--- src/rtl/instr_fetch.sv ---
// Multi-cycle instruction fetch: reads an opcode plus 0-2 argument bytes and
// presents them as a valid/ready bundle. Optional FETCH_CNT_EN adds instr_count.
module instr_fetch (
  input  logic        clk,
  input  logic        rst,
  input  logic        start,
  output logic [15:0] mem_addr,
  output logic        mem_rd,
  input  logic [7:0]  mem_data,
  output logic [7:0]  opcode,
  input  logic [1:0]  argc,
  output logic [7:0]  arg1,
  output logic [7:0]  arg2,
  output logic [15:0] pc_out,
  output logic        instr_valid,
  input  logic        instr_ready,
  input  logic        branch_en,
  input  logic [15:0] branch_off
`ifdef FETCH_CNT_EN
  ,
  output logic [31:0] instr_count
`endif
);

  typedef enum logic [2:0] {
    IDLE, OP_RD, OP_LAT, ARGS, ARG1_LAT, ARG2_LAT, ISSUE
  } state_e;

  state_e      state_q, state_d;
  logic [15:0] pc_q, pc_d;
  logic [15:0] addr_q, addr_d;
  logic [15:0] pc_out_q, pc_out_d;
  logic [7:0]  opcode_q, opcode_d;
  logic [7:0]  arg1_q, arg1_d;
  logic [7:0]  arg2_q, arg2_d;
  logic        two_args_q, two_args_d;  // argc[1]; argc=3 behaves as 2
  logic        handshake;

  assign handshake   = (state_q == ISSUE) && instr_ready;
  assign instr_valid = (state_q == ISSUE);
  assign opcode      = opcode_q;
  assign arg1        = arg1_q;
  assign arg2        = arg2_q;
  assign pc_out      = pc_out_q;
  assign mem_addr    = mem_rd ? pc_q : addr_q;
  assign addr_d      = mem_addr;

  always_comb begin
    // NOTE: every output of this block gets a default first, so no path infers a latch.
    state_d    = state_q;
    pc_d       = pc_q;
    pc_out_d   = pc_out_q;
    opcode_d   = opcode_q;
    arg1_d     = arg1_q;
    arg2_d     = arg2_q;
    two_args_d = two_args_q;
    mem_rd     = 1'b0;
    unique case (state_q)
      IDLE: if (start) state_d = OP_RD;
      OP_RD: begin
        mem_rd   = 1'b1;
        pc_out_d = pc_q;
        pc_d     = pc_q + 16'd1;
        state_d  = OP_LAT;
      end
      OP_LAT: begin
        opcode_d = mem_data;
        arg1_d   = 8'h00;
        arg2_d   = 8'h00;
        state_d  = ARGS;
      end
      ARGS: begin
        two_args_d = argc[1];
        if (argc == 2'd0) begin
          state_d = ISSUE;
        end else begin
          mem_rd  = 1'b1;
          pc_d    = pc_q + 16'd1;
          state_d = ARG1_LAT;
        end
      end
      ARG1_LAT: begin
        arg1_d = mem_data;
        if (two_args_q) begin
          mem_rd  = 1'b1;
          pc_d    = pc_q + 16'd1;
          state_d = ARG2_LAT;
        end else begin
          state_d = ISSUE;
        end
      end
      ARG2_LAT: begin
        arg2_d  = mem_data;
        state_d = ISSUE;
      end
      ISSUE: if (instr_ready) begin
        if (branch_en) pc_d = pc_out_q + branch_off;
        state_d = OP_RD;
      end
      default: state_d = IDLE;
    endcase
  end

  // NOTE: sequential state is assigned with <= only, so every register samples pre-edge values.
  always_ff @(posedge clk or posedge rst) begin
    if (rst) begin
      state_q    <= IDLE;
      pc_q       <= 16'h0000;
      addr_q     <= 16'h0000;
      pc_out_q   <= 16'h0000;
      opcode_q   <= 8'h00;
      arg1_q     <= 8'h00;
      arg2_q     <= 8'h00;
      two_args_q <= 1'b0;
    end else begin
      state_q    <= state_d;
      pc_q       <= pc_d;
      addr_q     <= addr_d;
      pc_out_q   <= pc_out_d;
      opcode_q   <= opcode_d;
      arg1_q     <= arg1_d;
      arg2_q     <= arg2_d;
      two_args_q <= two_args_d;
    end
  end

`ifdef FETCH_CNT_EN
  logic [31:0] count_q, count_d;

  assign count_d     = count_q + {31'd0, handshake};
  assign instr_count = count_q;

  always_ff @(posedge clk or posedge rst) begin
    if (rst) count_q <= 32'd0;
    else     count_q <= count_d;
  end
`else
  logic unused_handshake;
  assign unused_handshake = handshake;
`endif

endmodule

--- config.mk ---
export PLATFORM = sky130hd
export DESIGN_NAME = instr_fetch
export DESIGN_NICKNAME = d
export VERILOG_FILES = /design/src/rtl/instr_fetch.sv
export SDC_FILE = /design/constraint.sdc
export NUM_CORES = 1
export LEC_CHECK = 0
export CAP_MARGIN = 10
export CORE_AREA = 2 2 107 109
export CTS_CLUSTER_SIZE = 16
export DETAILED_ROUTE_END_ITERATION = 8
export DIE_AREA = 0 0 109 111
export MAX_ROUTING_LAYER = met4
export PLACE_DENSITY_LB_ADDON = 0.05
export SLEW_MARGIN = 20
export SYNTH_ARGS = -nofsm -noshare
export SYNTH_HDL_FRONTEND = slang
export SYNTH_SLANG_ARGS = --single-unit
--- constraint.sdc ---
create_clock -name clk -period 2.9 [get_ports clk]
set_input_delay 0.58 -clock clk [delete_from_list [all_inputs] [get_ports clk]]
set_output_delay 0.58 -clock clk [all_outputs]
set_load 0.05 [all_outputs]
### Word-level counts from Yosys, hierarchy flattened

Cells that the tools add are included.

* bits in read-only memories: 0
* logic and storage cells: 44
* bits in writable memories: 0
* output and inout bits: 58
* bits in latches: 0
* flip-flop bits (word level): 76
* memories: 0
* input bits: 31

* equal/unequal tests: 11
* shift operators: 0
* bitwise gates (word level): 0
* add/subtract/negate cells: 2
* $mul: 0
* reduce and logical (&&, ||, !) cells: 7
* div/mod/pow operators: 0
* $lt $le $gt $ge: 0
* mux-type cells: 16

Operator list (count)
* $mux 16: 5
* $pmux 16 s4: 1
* $pmux 8 s2: 2
* $pmux 3 s7: 1
* $add 16x1->16 const B: 1
* $add 16x16->16: 1
* $eq 3x3->1 const B: 3
* $eq 3x2->1 const B: 2
* $mux 3: 2
* $ne 2x2->1 const B: 3
* $reduce_and 5->1: 1
* $mux 2: 2
* $ne 2x1->1 const B: 2
* $reduce_bool 2->1: 2
* $reduce_bool 4->1: 1
* $eq 3x1->1 const B: 1
* $logic_not 3->1: 1
* $pmux 1 s3: 1
* $logic_not 2->1: 1
* $mux 1: 2
* $reduce_and 2->1: 1

### Longest topological paths before layout

Gate-level depths: netlist of run 1.

* word-level depth: 4
* gate-level depth with buffers: 8

### Least setup slack after synthesis of run 1

OpenSTA, ideal clock, no wires.

* kind: input -> output
* start point: input port argc[0]
* end point: output port mem_addr[11]
* stages: 5
* buffers on the path: 2
* arrival: 2264 ps
* slack: 56 ps
* path through: nor3b_1 > o21a_1 > buf_4 > buf_2 > o21ai_0

* word-level cells in the longest chain between the ends: 4

RTL lines
* start: declaration: RTL line 11 `input logic [1:0] argc,`
* $logic_not 2->1: RTL line 74 `if (argc == 2'd0) begin`
* $mux 1: RTL line 74
* $pmux 1 s3: RTL line 58 `unique case (state_q)`
* $mux 16: RTL line 45 `assign mem_addr = mem_rd ? pc_q : addr_q;`
* end: declaration: RTL line 7 `output logic [15:0] mem_addr,`

No other way between the ends.

### Worst setup path in the final report of run 1

* start point: input port argc[1]
* end point: output port mem_addr[6]

The elaborated chain is that of the path after synthesis.

==> flow_summary_export.csv, run 1 <==
group,metric,value,unit
layout,layout.nets,564,
clock_network,cts_setup_buffers,0,
timing,hold_viol_final,0,
clock_network,cts_tree,"yes",
drt,wl_per_cell,17.5,um
worst_setup_path,cp_slowest_cell,"clkdlybuf4s50_1",
clock_network,htreeDepth,3,
synth,synth_area,0.00431,sq mm
synth,yosysTopAreaCellShare,44.2,%
layout,nFillCells,1036,
clock_network,insertion_delay,330,ps
placed_design,portBuffers,88,
layout,area_growth,31.2,%
worst_setup_path,crit_type,"in2out",
worst_setup_path,start_kind,"primary input",
grt,grt_max_degree,40,
grt,grt_usage,20.9,%
layout,antenna_cells,0,
hold_path,hp-start,"addr_q[7]",
grt,overflow,0,
drt,via_per_inst,5.51,
drt,dr.pass1.iters,4,
synth,synth_top_cell_by_area,"dfrtp_1",
placed_design,place_ws,80.3,ps
clock_network,clkTransAtPathRegs,60,ps
drt,drc_errors,0,
worst_setup_path,cp.arrival,2170,ps
placed_design,dp_hpwl,8690,um
timing,setup_viol,0,
synth,synthesis.nets,474,
layout,layout_commonest_cell,"dfrtp_1",
layout,drive_above_1_share,18.8,%
status,status,"complete, no violations",
timing,worstMarginPinSlew,588,ps
clock_network,cts.sinks,76,
layout,layout_common_cells,"dfrtp_1 (76), clkdlybuf4s50_1 (70), nand2_1 (39), mux2_2 (39), a21oi_1 (36)",
synth,synth_cell_types,62,
synth,yosysWarnings,0,
run,maxCapViolations,0,
die,core-area,0.0111,sq mm
worst_setup_path,cp_max_fo,20,
clock_network,clockBufferDepth,2,
die,start_util,38.9,%
die,die_h,111,um
synth,dominantRegCellSynth,"dfrtp_1",
worst_setup_path,startpoint,"argc[1]",
drt,drt_wl_total,11600,um
drt,drt_iter0_drc,188,
clock_network,cts_inserted_buffers,9,
synth,ys_seq_elements,76,
timing,finalWorstPathRequiredPeriod,2750,ps
drt,vias,3657,
grt,grt_pass1_wl,19200,um
grt,grt_pass1_vias,3666,
die,rows,39,
timing,skew,6.67,ps
worst_setup_path,timing.rr.start,"pc_out[0]",
drt,drtAntennaViolNets,0,
timing,fmax,0.363,GHz
worst_setup_path,cp.required,2320,ps
timing,setup_tns,0,ps
die,dieArea,0.0121,sq mm
timing,worst_slack,148,ps
worst_setup_path,cpPeakStageDelay,450,ps
synth,synthCells,426,
die,ios,89,
synth,async_reset_ff_share,100,%
die,die_x,109,um
clock_network,cts_root_buffer,"clkbuf_16",
placed_design,place.gp.congestion,0.884,
worst_setup_path,path_cells,"clkdlybuf4s50_1, nor3b_2, o21a_1, buf_12, mux2_2, buf_4",
hold_path,hp-class,"reg2reg",
synth,synth.yosys.seq_area_share,44.2,%
synth,synth.avg_cell_area,10.1,sq um
grt,antenna_found_initial,0,
timing,grt_setup_unrepaired,"no",
timing,finalCritPeriodShare,94.9,%
synth,synth.area.top_cells,"dfrtp_1 (44%), mux2_2 (10%), ha_1 (4.6%)",
worst_setup_path,endpoint_kind,"output port",
timing,drv_slew,0,
synth,synth_edf_count,0,
timing,slew-limit-headroom,60.7,%
==> synthesized netlist by cell type, types with 2 or more instances <==
library cell / count
buf_2: 10
mux2_1: 4
buf_4: 5
nor2_1: 24
nand3_1: 9
a2bb2oi_1: 2
dfrtp_1: 76
nor2b_1: 2
a31oi_1: 7
nand3b_1: 2
o211ai_1: 7
inv_1: 5
nand4_1: 4
and2_1: 3
and3_1: 3
mux2_2: 39
a221oi_1: 3
nor3_1: 10
inv_2: 2
o21a_1: 3
and4_1: 5
o21ai_1: 4
xnor2_1: 3
o31ai_1: 4
a21oi_1: 36
nand2b_1: 3
a211oi_1: 3
clkbuf_1: 6
a41oi_1: 3
a21o_1: 7
nand2_1: 39
o21ai_0: 25
xor2_1: 5
a22oi_1: 9
ha_1: 16
o22ai_1: 11
or2_1: 2
==> routing by layer <==
| metal | GRT usage, % | routed length, um | vias up |
|---|---|---|---|
| met5 | - | 0 | - |
| li1 | - | - | 1778 |
| met3 | 3.12 | 363 | 11 |
| met1 | 28.7 | 5510 | 1797 |
| met2 | 31.6 | 5590 | 71 |
| met4 | 6.84 | 142 | 0 |
==> cell families (layout without fill, tap and decap cells) <==
| logic type | count (synthesis) | count (layout) | share of synthesized area (%) |
|---|---|---|---|
| muxes | 43 | 43 | 11.2 |
| and+or+nand+nor | 116 | 116 | 13.7 |
| AOI/OAI and AO/OA | 137 | 137 | 20.9 |
| xor gates and xnor gates | 8 | 8 | 1.63 |
| DFF | 76 | 76 | 44.2 |
| buffers and inverters | 29 | 124 | 3.28 |
| adders and majority gates | 17 | 17 | 5.11 |
==> layout make-up <==
type / instances / area, sq um / share of cell area (%)
multi-input cells: 321 / 2270 / 40.1
clock buffers: 10 / 229 / 4.05
inverters: 7 / 26.3 / 0.465
well taps: 143 / 179 / 3.17
clock inverters: 6 / 62.6 / 1.11
flip-flops and latches: 76 / 1900 / 33.7
repair buffers: 101 / 983 / 17.4
==> registers in the layout, indices dropped and copies added (netlist names) <==
signal / flops
addr_q: 16
pc_out: 16
pc_q: 16
arg1: 8
arg2: 8
opcode: 8
state_q: 3
two_args_q: 1
==> critical path, delay by kind of cell <==
family                 cells  cell delay (ps)
buffers and inverters      3              820
muxes                      1              360
and+or+nand+nor            1              220
AOI/OAI and AO/OA          1              180
==> what timing repair did <==
item,in CTS,in global routing
hold buffers,0,0
gates resized for setup,0,1
endpoints found under the setup margin,0,10
==> per-stage QoR <==
stage	cell area [sq um]	utilization [%]	hold slack, ps	std cells
floorplan	4310	-	514	426
global placement	5350	48.3	480	648
detailed placement	5350	48.3	486	648
CTS	5650	51.0	501	664
global route	5650	51.0	509	664
finish	5650	51.0	499	664
==> worst paths after layout <==
kind | cells past startpoint | endpoint | slack [ps]
worst max-delay path | 6 | mem_addr[6] | 150
worst min-delay path | 1 | addr_q[7] | 500
worst max register to register | 7 | pc_q[8] | 660
worst min register to register | 1 | addr_q[7] | 500
max in group asynchronous | 3 | pc_out[9] | 1700
min in group asynchronous | 2 | addr_q[1] | 550
Power of run 1 is not shown: default switching activity piles up to over one toggle a cycle in this logic, so the estimate is an artifact.
==> inputs of run 2 (changes only) <==
Settings changed: CORE_AREA 2 2 107 109 to 2 2 96 98, DIE_AREA 0 0 109 111 to 0 0 98 100.
==> flow_summary_export.csv, run 2 (synthesis results as in run 1) <==
group,metric,value,unit
timing,skew,10.1,ps
drt,drtAntennaViolNets,0,
worst_setup_path,startpoint,"argc[1]",
grt,grt-busiest-layer,"met2",
worst_setup_path,start_kind,"primary input",
placed_design,portBuffers,88,
layout,nFillCells,776,
status,status,"complete, no violations",
worst_setup_path,timing.rr.start,"pc_out[4]",
timing,setup_viol,0,
hold_path,hp-class,"reg2reg",
worst_setup_path,reg2reg_slack,680,ps
clock_network,htreeDepth,3,
layout,area_growth,28.0,%
worst_setup_path,r2r_end,"pc_q[15]",
hold_path,min_path_cells,1,
layout,drive_above_1_share,18.7,%
grt,grt_pass1_wl,18500,um
die,core-area,0.00889,sq mm
placed_design,place.gp.congestion,0.912,
worst_setup_path,cp_slowest_cell,"clkdlybuf4s50_1",
worst_setup_path,cp_top_family,"buffers and inverters",
worst_setup_path,cp.depth,6,
placed_design,dp_hpwl,8010,um
worst_setup_path,endpoint_kind,"output port",
clock_network,clkTransAtPathRegs,80,ps
clock_network,cts_tree,"yes",
worst_setup_path,crit_type,"in2out",
grt,grt_pass1_vias,3642,
die,start_util,48.4,%
drt,drc_errors,0,
grt,grt_max_degree,77,
timing,worst_slack,140,ps
timing,hold_viol_final,0,
worst_setup_path,cp.arrival,2180,ps
die,rows,35,
drt,drt_wl_total,11400,um
worst_setup_path,cp.required,2320,ps
layout,layout_common_cells,"dfrtp_1 (76), clkdlybuf4s50_1 (70), nand2_1 (39), mux2_2 (39), a21oi_1 (36)",
drt,vias,3763,
clock_network,insertion_delay,360,ps
worst_setup_path,cp_num_buf_inv,3,
layout,layout_commonest_cell,"dfrtp_1",
timing,fmax,0.362,GHz
timing,slew-limit-headroom,57.7,%
drt,drt_iter0_drc,271,
clock_network,cts_setup_buffers,0,
layout,antenna_cells,0,
clock_network,cts.sinks,76,
grt,antenna_found_initial,0,
layout,fin_util,62.0,%
timing,finalCritPeriodShare,95.2,%
worst_setup_path,cpPeakStageDelay,440,ps
timing,worstMarginPinSlew,631,ps
layout,layout.nets,562,
placed_design,place_inst,614,
grt,overflow,0,
drt,dr.pass1.iters,5,
die,ios,89,
timing,grt_setup_unrepaired,"no",
clock_network,cts_root_buffer,"clkbuf_8",
worst_setup_path,path_cells,"clkdlybuf4s50_1, nor3b_2, o21a_1, buf_12, mux2_2, buf_4",
worst_setup_path,crit_path_end,"mem_addr[5]",
run,maxCapViolations,0,
grt,grt_use_met2,36.1,%
timing,drv_slew,0,
die,dieArea,0.00980,sq mm
grt,grt_usage,24.2,%
layout,stdcell_count,630,
drt,via_per_inst,5.97,
clock_network,clockBufferDepth,2,
grt,met3_usage,5.15,%
clock_network,cts_inserted_buffers,9,
placed_design,place_ws,49.0,ps
timing,setup_tns,0,ps
timing,finalWorstPathRequiredPeriod,2760,ps
grt,grt_util_met1,33.8,%
drt,wl_per_cell,18.1,um
die,die_x,98,um
worst_setup_path,r2r_cells,6,
die,die_h,100,um
worst_setup_path,cp_max_fo,14,
run 2: area by class of cell:
type	instances	area, sq um	area share (%)
multi-input cells	321	2270	41.2
flip-flops and latches	76	1900	34.5
repair buffers	99	968	17.6
well taps	111	139	2.52
clock buffers	10	138	2.50
clock inverters	6	70.1	1.27
inverters	7	26.3	0.477
run 2: what timing repair did:
action,4_1_cts,5_1_grt
endpoints found under the setup margin,0,14
gates resized for setup,0,1
hold buffers,0,0
run 2: how the worst min path moves through the flow:
stage / startpoint / endpoint / slack [ps]
6_report: addr_q[14] / addr_q[14] / 500
5_1_grt: addr_q[14] / addr_q[14] / 520
4_1_cts: addr_q[14] / addr_q[14] / 500
3_5_place_dp: addr_q[14] / addr_q[14] / 480
3_3_place_gp: addr_q[14] / addr_q[14] / 480
2_1_floorplan: two_args_q / state_q[1] / 510
run 2: per-stage QoR:
stage | cell area (sq um) | hold slack (ps)
floorplan | 4310 | 514
global placement | 5300 | 478
detailed placement | 5300 | 483
CTS | 5510 | 503
global route | 5510 | 519
finish | 5510 | 498
run 2: layer usage:
layer / up-vias / wire (um)
li1: 1758 / -
met3: 18 / 637
met2: 125 / 5240
met1: 1862 / 5300
met4: 0 / 212
met5: - / 0
Power of run 2 is left out for the same reason.
